[config.mk]
export PLATFORM = sky130hd
export DESIGN_NAME = vga_vram_arbiter
export DESIGN_NICKNAME = d
export VERILOG_FILES = /design/src/rtl/vga_pkg.sv /design/src/rtl/vga_vram_arbiter.sv
export SDC_FILE = /design/constraint.sdc
export NUM_CORES = 1
export LEC_CHECK = 0
export BUFFER_PORTS_ARGS = -buffer_cell sky130_fd_sc_hd__clkbuf_2
export CAP_MARGIN = 20
export CORE_UTILIZATION = 30
export DETAILED_ROUTE_END_ITERATION = 6
export PLACE_DENSITY = 0.67
export SETUP_SLACK_MARGIN = 0.1
export SLEW_MARGIN = 0
export SYNTH_ARGS = -nofsm -noshare
export SYNTH_HDL_FRONTEND = slang
export SYNTH_SLANG_ARGS = --single-unit
[constraint.sdc]
create_clock -name clk -period 1.7 [get_ports clk]
set_input_delay 0.255 -clock clk [delete_from_list [all_inputs] [get_ports clk]]
set_output_delay 0.255 -clock clk [all_outputs]
set_load 0.01 [all_outputs]
[src/rtl/vga_pkg.sv]
// vga_pkg: shared VRAM geometry constants and the arbiter owner tag enum
package vga_pkg;
  localparam int VRAM_ADDR_W = 15;
  localparam int VRAM_DATA_W = 16;
  typedef enum logic [1:0] {OWN_NONE, OWN_DISP, OWN_CPU} owner_e;
endpackage

[src/rtl/vga_vram_arbiter.sv]
// vga_vram_arbiter: single-port VRAM arbiter, display fetch over CPU bus; optional starve guard via VGA_VRAM_ARB_STARVE_GUARD_EN
module vga_vram_arbiter
  import vga_pkg::*;
#(
  parameter int ADDR_W     = VRAM_ADDR_W,
  parameter int DATA_W     = VRAM_DATA_W,
  parameter int STARVE_MAX = 8
) (
  input  logic              clk,
  input  logic              rst,
  input  logic              disp_req,
  input  logic [ADDR_W-1:0] disp_addr,
  output logic              disp_valid,
  output logic [DATA_W-1:0] disp_rdata,
  output logic              disp_drop,
  input  logic              cpu_req,
  input  logic              cpu_we,
  input  logic [ADDR_W-1:0] cpu_addr,
  input  logic [DATA_W-1:0] cpu_wdata,
  output logic              cpu_ack,
  output logic [DATA_W-1:0] cpu_rdata,
  output logic              ram_en,
  output logic              ram_we,
  output logic [ADDR_W-1:0] ram_addr,
  output logic [DATA_W-1:0] ram_wdata,
  input  logic [DATA_W-1:0] ram_rdata
);
  owner_e            own_q, own_d;
  logic              we_q;
  logic [DATA_W-1:0] drd_q, crd_q;
  logic              cpu_busy, force_cpu, disp_iss, cpu_iss;
  if (STARVE_MAX < 1) begin : g_chk
    $error("STARVE_MAX must be at least 1");
  end
  assign cpu_busy = own_q == OWN_CPU;
`ifdef VGA_VRAM_ARB_STARVE_GUARD_EN
  localparam int CW = $clog2(STARVE_MAX + 1);
  logic [CW-1:0] cnt_q, cnt_d;
  assign force_cpu = !rst && cpu_req && !cpu_busy && cnt_q == CW'(STARVE_MAX);
  assign cnt_d = (cpu_iss || !cpu_req) ? '0 :
                 (disp_req && !cpu_busy && cnt_q != CW'(STARVE_MAX)) ? cnt_q + 1'b1 : cnt_q;
  assign disp_drop = disp_req && force_cpu;
  always_ff @(posedge clk) cnt_q <= rst ? '0 : cnt_d;
`else
  assign force_cpu = 1'b0;
  assign disp_drop = 1'b0;
`endif
  // Reset gates both issue and return so an abandoned access never surfaces.
  assign disp_iss = !rst && disp_req && !force_cpu;
  assign cpu_iss  = !rst && cpu_req && !cpu_busy && !disp_iss;
  always_comb begin
    ram_en     = disp_iss || cpu_iss;
    ram_we     = cpu_iss && cpu_we;
    ram_addr   = disp_iss ? disp_addr : cpu_iss ? cpu_addr : '0;
    ram_wdata  = cpu_iss ? cpu_wdata : '0;
    own_d      = disp_iss ? OWN_DISP : cpu_iss ? OWN_CPU : OWN_NONE;
    disp_valid = !rst && own_q == OWN_DISP;
    cpu_ack    = !rst && own_q == OWN_CPU;
    disp_rdata = disp_valid ? ram_rdata : drd_q;
    cpu_rdata  = (cpu_ack && !we_q) ? ram_rdata : crd_q;
  end
  always_ff @(posedge clk) begin
    if (rst) begin
      own_q <= OWN_NONE;
      we_q  <= 1'b0;
      drd_q <= '0;
      crd_q <= '0;
    end else begin
      own_q <= own_d;
      we_q  <= ram_we;
      drd_q <= disp_rdata;
      crd_q <= cpu_rdata;
    end
  end
endmodule

==> out/metrics.csv <==
stage,metric,value,unit
routing,total DRC errors in the routed layout,0,
setup_path,reg-to-reg critical path startpoint,we_q$_SDFF_PP0_,
hold_path,Hold Path Cell Cnt,2,
clock_network,Hold Buf Count CTS,0,
floorplan,initial core utilization,32.0,%
sta,# setup viols final,64,
setup_path,CP max stage cell,or4b_4,
setup_path,CP Max Fanout,15,
hold_path,Worst Min Path Start,cpu_we,
floorplan,number of rows created at floorplan,26,
routing,number of nets still failing antenna checks after routing,0,
floorplan,overall die area,5900,um2
routing,via total after detailed routing,1654,
logic_synthesis,#FFs+latches synth,35,
routing,DR pass1 iterations,4,
routing,final WL,4880,um
placed_design,placement-stage worst setup slack,-114,ps
clock_network,Clk Tree Root Cell,clkbuf_8,
logic_synthesis,Synth async-reset ratio,0,%
sta,Highest Clock Rate,0.496,GHz
flow_run,number of max-cap violations,0,
power_and_ir_drop,power per standard cell area,617,nW/um2
setup_path,startpoint type of the worst setup path,flip-flop,
clock_network,clock edge transition at the registers on the reported setup and hold paths,60,ps
placed_design,placer's final routability congestion estimate,0.758,
clock_network,maximum root-to-sink buffer count,2,
grt,via count of the first global-routing pass,1632,
clock_network,H-tree depth,2,
clock_network,Sinks on Clock Net,35,
logic_synthesis,count of yosys warnings during synthesis,0,
logic_synthesis,number of cells produced by synthesis,156,
setup_path,maximum cell stage delay along the critical path,560,ps
setup_path,data arrival time of the critical path,1760,ps
sta,post-route minimum period,2010,ps
logic_synthesis,post-synth top area share,41.8,%
cells_and_area,post-synthesis to final-layout area growth,76.7,%
grt,remaining global-route overflow,0,
clock_network,number of buffers created by CTS,5,
floorplan,number of top-level pins,135,
setup_path,kind of critical path,reg2out,
cells_and_area,number of diodes,0,
clock_network,latest clock arrival within the worst-skew pair,280,ps
status,violations in the final reports,negative setup slack,
setup_path,Crit Reg-Reg Endpoint,crd_q[10]$_SDFF_PP0_,
logic_synthesis,number of unique standard cell types used by synthesis,17,
setup_path,data required time at the worst endpoint,1440,ps
logic_synthesis,top_reg_cell synth,dfxtp_1,
setup_path,R2R depth,4,
logic_synthesis,part of the Yosys area used for sequential elements,41.8,%
routing,detailed-route wire length per cell,13.1,um
hold_path,path category of the worst min-delay check,in2reg,
logic_synthesis,mean instance size in the synthesized netlist,10.8,um2
logic_synthesis,Area contributors post-synth,"dfxtp_1 42%, mux2_2 15%, nor2b_1 12%, mux2_4 8.9%, a22o_1 7.8%",
logic_synthesis,combined area of all synthesized cells,1680,um2
logic_synthesis,most numerous cell in the Yosys netlist,dfxtp_1,
setup_path,Reg2Reg Setup Slack,100,ps
power_and_ir_drop,static leakage,1.55,nW
sta,pins over their slew limit,0,
setup_path,kind of end point of the critical path,primary output,
setup_path,cell family contributing the most delay on the critical path,simple AND/OR/NAND/NOR gates,
sta,number of hold violations in the final report,0,
setup_path,number of buffers and inverters on the critical path,2,
logic_synthesis,most area-hungry cell type in the Yosys netlist,dfxtp_1,
grt,global-route wire length before repair,7530,um
sta,RSZ-0062 raised after global routing,true,
logic_synthesis,most used standard cells in the synthesized netlist,"35 x dfxtp_1, 33 x nor2b_1, 22 x mux2_2, 18 x and2_1, 15 x a22o_1",
setup_path,ordered list of cells on the worst path,or4b_4 -> buf_12 -> mux2_4 -> clkbuf_2,
grt,maximum number of pins on one net before global-route repair,25,
logic_synthesis,Post-Syn Nets,223,
sta,Layout Skew,5.71,ps
cells_and_area,fraction of final layout cells with drive strength greater than 1,70.5,%
cells_and_area,total of fill cells in the finished design,474,
cells_and_area,number of nets at the end of the flow,368,
sta,smallest setup slack after layout,-314,ps
power_and_ir_drop,largest vdd supply drop,0.000258,V
hold_path,endpoint with the worst hold slack,we_q$_SDFF_PP0_,
routing,Iter 0 DRT Violations,40,
grt,global routing usage summed across all routing layers,16.4,%
sta,ratio of final minimum period to clock period,118,%
routing,mean number of vias per cell,4.45,
clock_network,TritonCTS clock tree,done,
floorplan,Die Height,76.8,um
floorplan,placeable core region,5240,um2
placed_design,number of input and output port buffers inserted,133,
grt,number of antenna violations at the first check in global routing,0,
logic_synthesis,number of synthesized flops with an enable pin,0,
status,status,"finished, violations left",
floorplan,floorplan die width,76.8,um
power_and_ir_drop,total power,0.00183,W
placed_design,Final HPWL DP,3330,um
## report_power, final
part	leakage, nW	internal (W)	switching (W)
Clock	0.0422	0.000287	0.000273
Combinational	1.23	0.000248	0.000174
Sequential	0.284	0.000842	0.00000622
## state kept, by name, summed over array words and instances, names as in the netlist
name / cells
we_q: 1
own_q: 2
drd_q: 16
crd_q: 16
## cell type report
cell class | instances | area, um2 | share of cell area (%)
multi-input cells | 107 | 1000 | 33.8
well taps | 70 | 87.6 | 2.95
clock inverters | 1 | 5.00 | 0.169
repair buffers | 152 | 1090 | 36.8
flip-flops and latches | 35 | 702 | 23.7
clock buffers | 7 | 76.3 | 2.57
## per-layer routing
metal | global-route usage [%] | routed length [um]
met5 | 0 | 0
met4 | 5.58 | 52
met3 | 4.17 | 335
met2 | 30.6 | 2600
met1 | 17.6 | 1890
## logic make-up (layout without fill, tap and decap cells)
| kind of cell | Yosys count | count (layout) | share of synthesized area, % |
|---|---|---|---|
| compound gates | 16 | 16 | 8.13 |
| buf+inv | 14 | 160 | 4.40 |
| flops | 35 | 35 | 41.8 |
| mux | 32 | 32 | 23.7 |
| other cells | 1 | 1 | 0.223 |
| simple gates | 58 | 58 | 21.8 |
## worst max-delay path by stage
stage               startpoint            end  slack, ps  cells past startpoint
3_3_place_gp               rst  cpu_rdata[11]        -90                      5
3_5_place_dp               rst  cpu_rdata[10]       -110                      5
5_1_grt        we_q$_SDFF_PP0_  cpu_rdata[10]       -370                      4
2_1_floorplan              rst  cpu_rdata[10]        -40                      5
6_report       we_q$_SDFF_PP0_  cpu_rdata[11]       -310                      4
4_1_cts        we_q$_SDFF_PP0_  cpu_rdata[11]       -320                      4
## layout by cell type, fill, tap and decap left out, drive strengths merged
cell type / Yosys / layout
clkbuf: 9 / 110
buf: 5 / 49
dfxtp: 35 / 35
nor2b: 33 / 33
mux2: 32 / 32
and2: 18 / 18
a22o: 15 / 15
nor2: 3 / 3
nand2b: 1 / 1
or4b: 1 / 1
nor3b: 1 / 1
and3: 1 / 1
a21oi: 1 / 1
conb: 1 / 1
clkinv: 0 / 1
## worst reg2reg max path, cell delays in order (launching register included)
cell	delay, ps
dfxtp_1	310
or4b_4	560
buf_12	180
mux2_4	310
nor2b_1	130
## through the flow
step / TNS, ps / cells / hold WS, ps / util [%] / area [um2]
final: -11060 / 372 / 200 / 56.6 / 2960
after global routing: -15200 / 372 / 197 / 56.6 / 2960
after CTS: -12370 / 372 / 186 / 53.7 / 2810
after detailed placement: -2110 / 355 / 476 / 47.3 / 2480
after global placement: -1630 / 355 / 470 / 47.3 / 2480
after floorplan: -766 / 156 / 377 / - / 1700
## what timing repair did
item,CTS,global route
gates resized for setup,27,63
setup buffers,4,0
endpoints found under the setup margin,79,86
pin swaps,23,13
cloned,5,0
(Power assumes the default switching activity.)
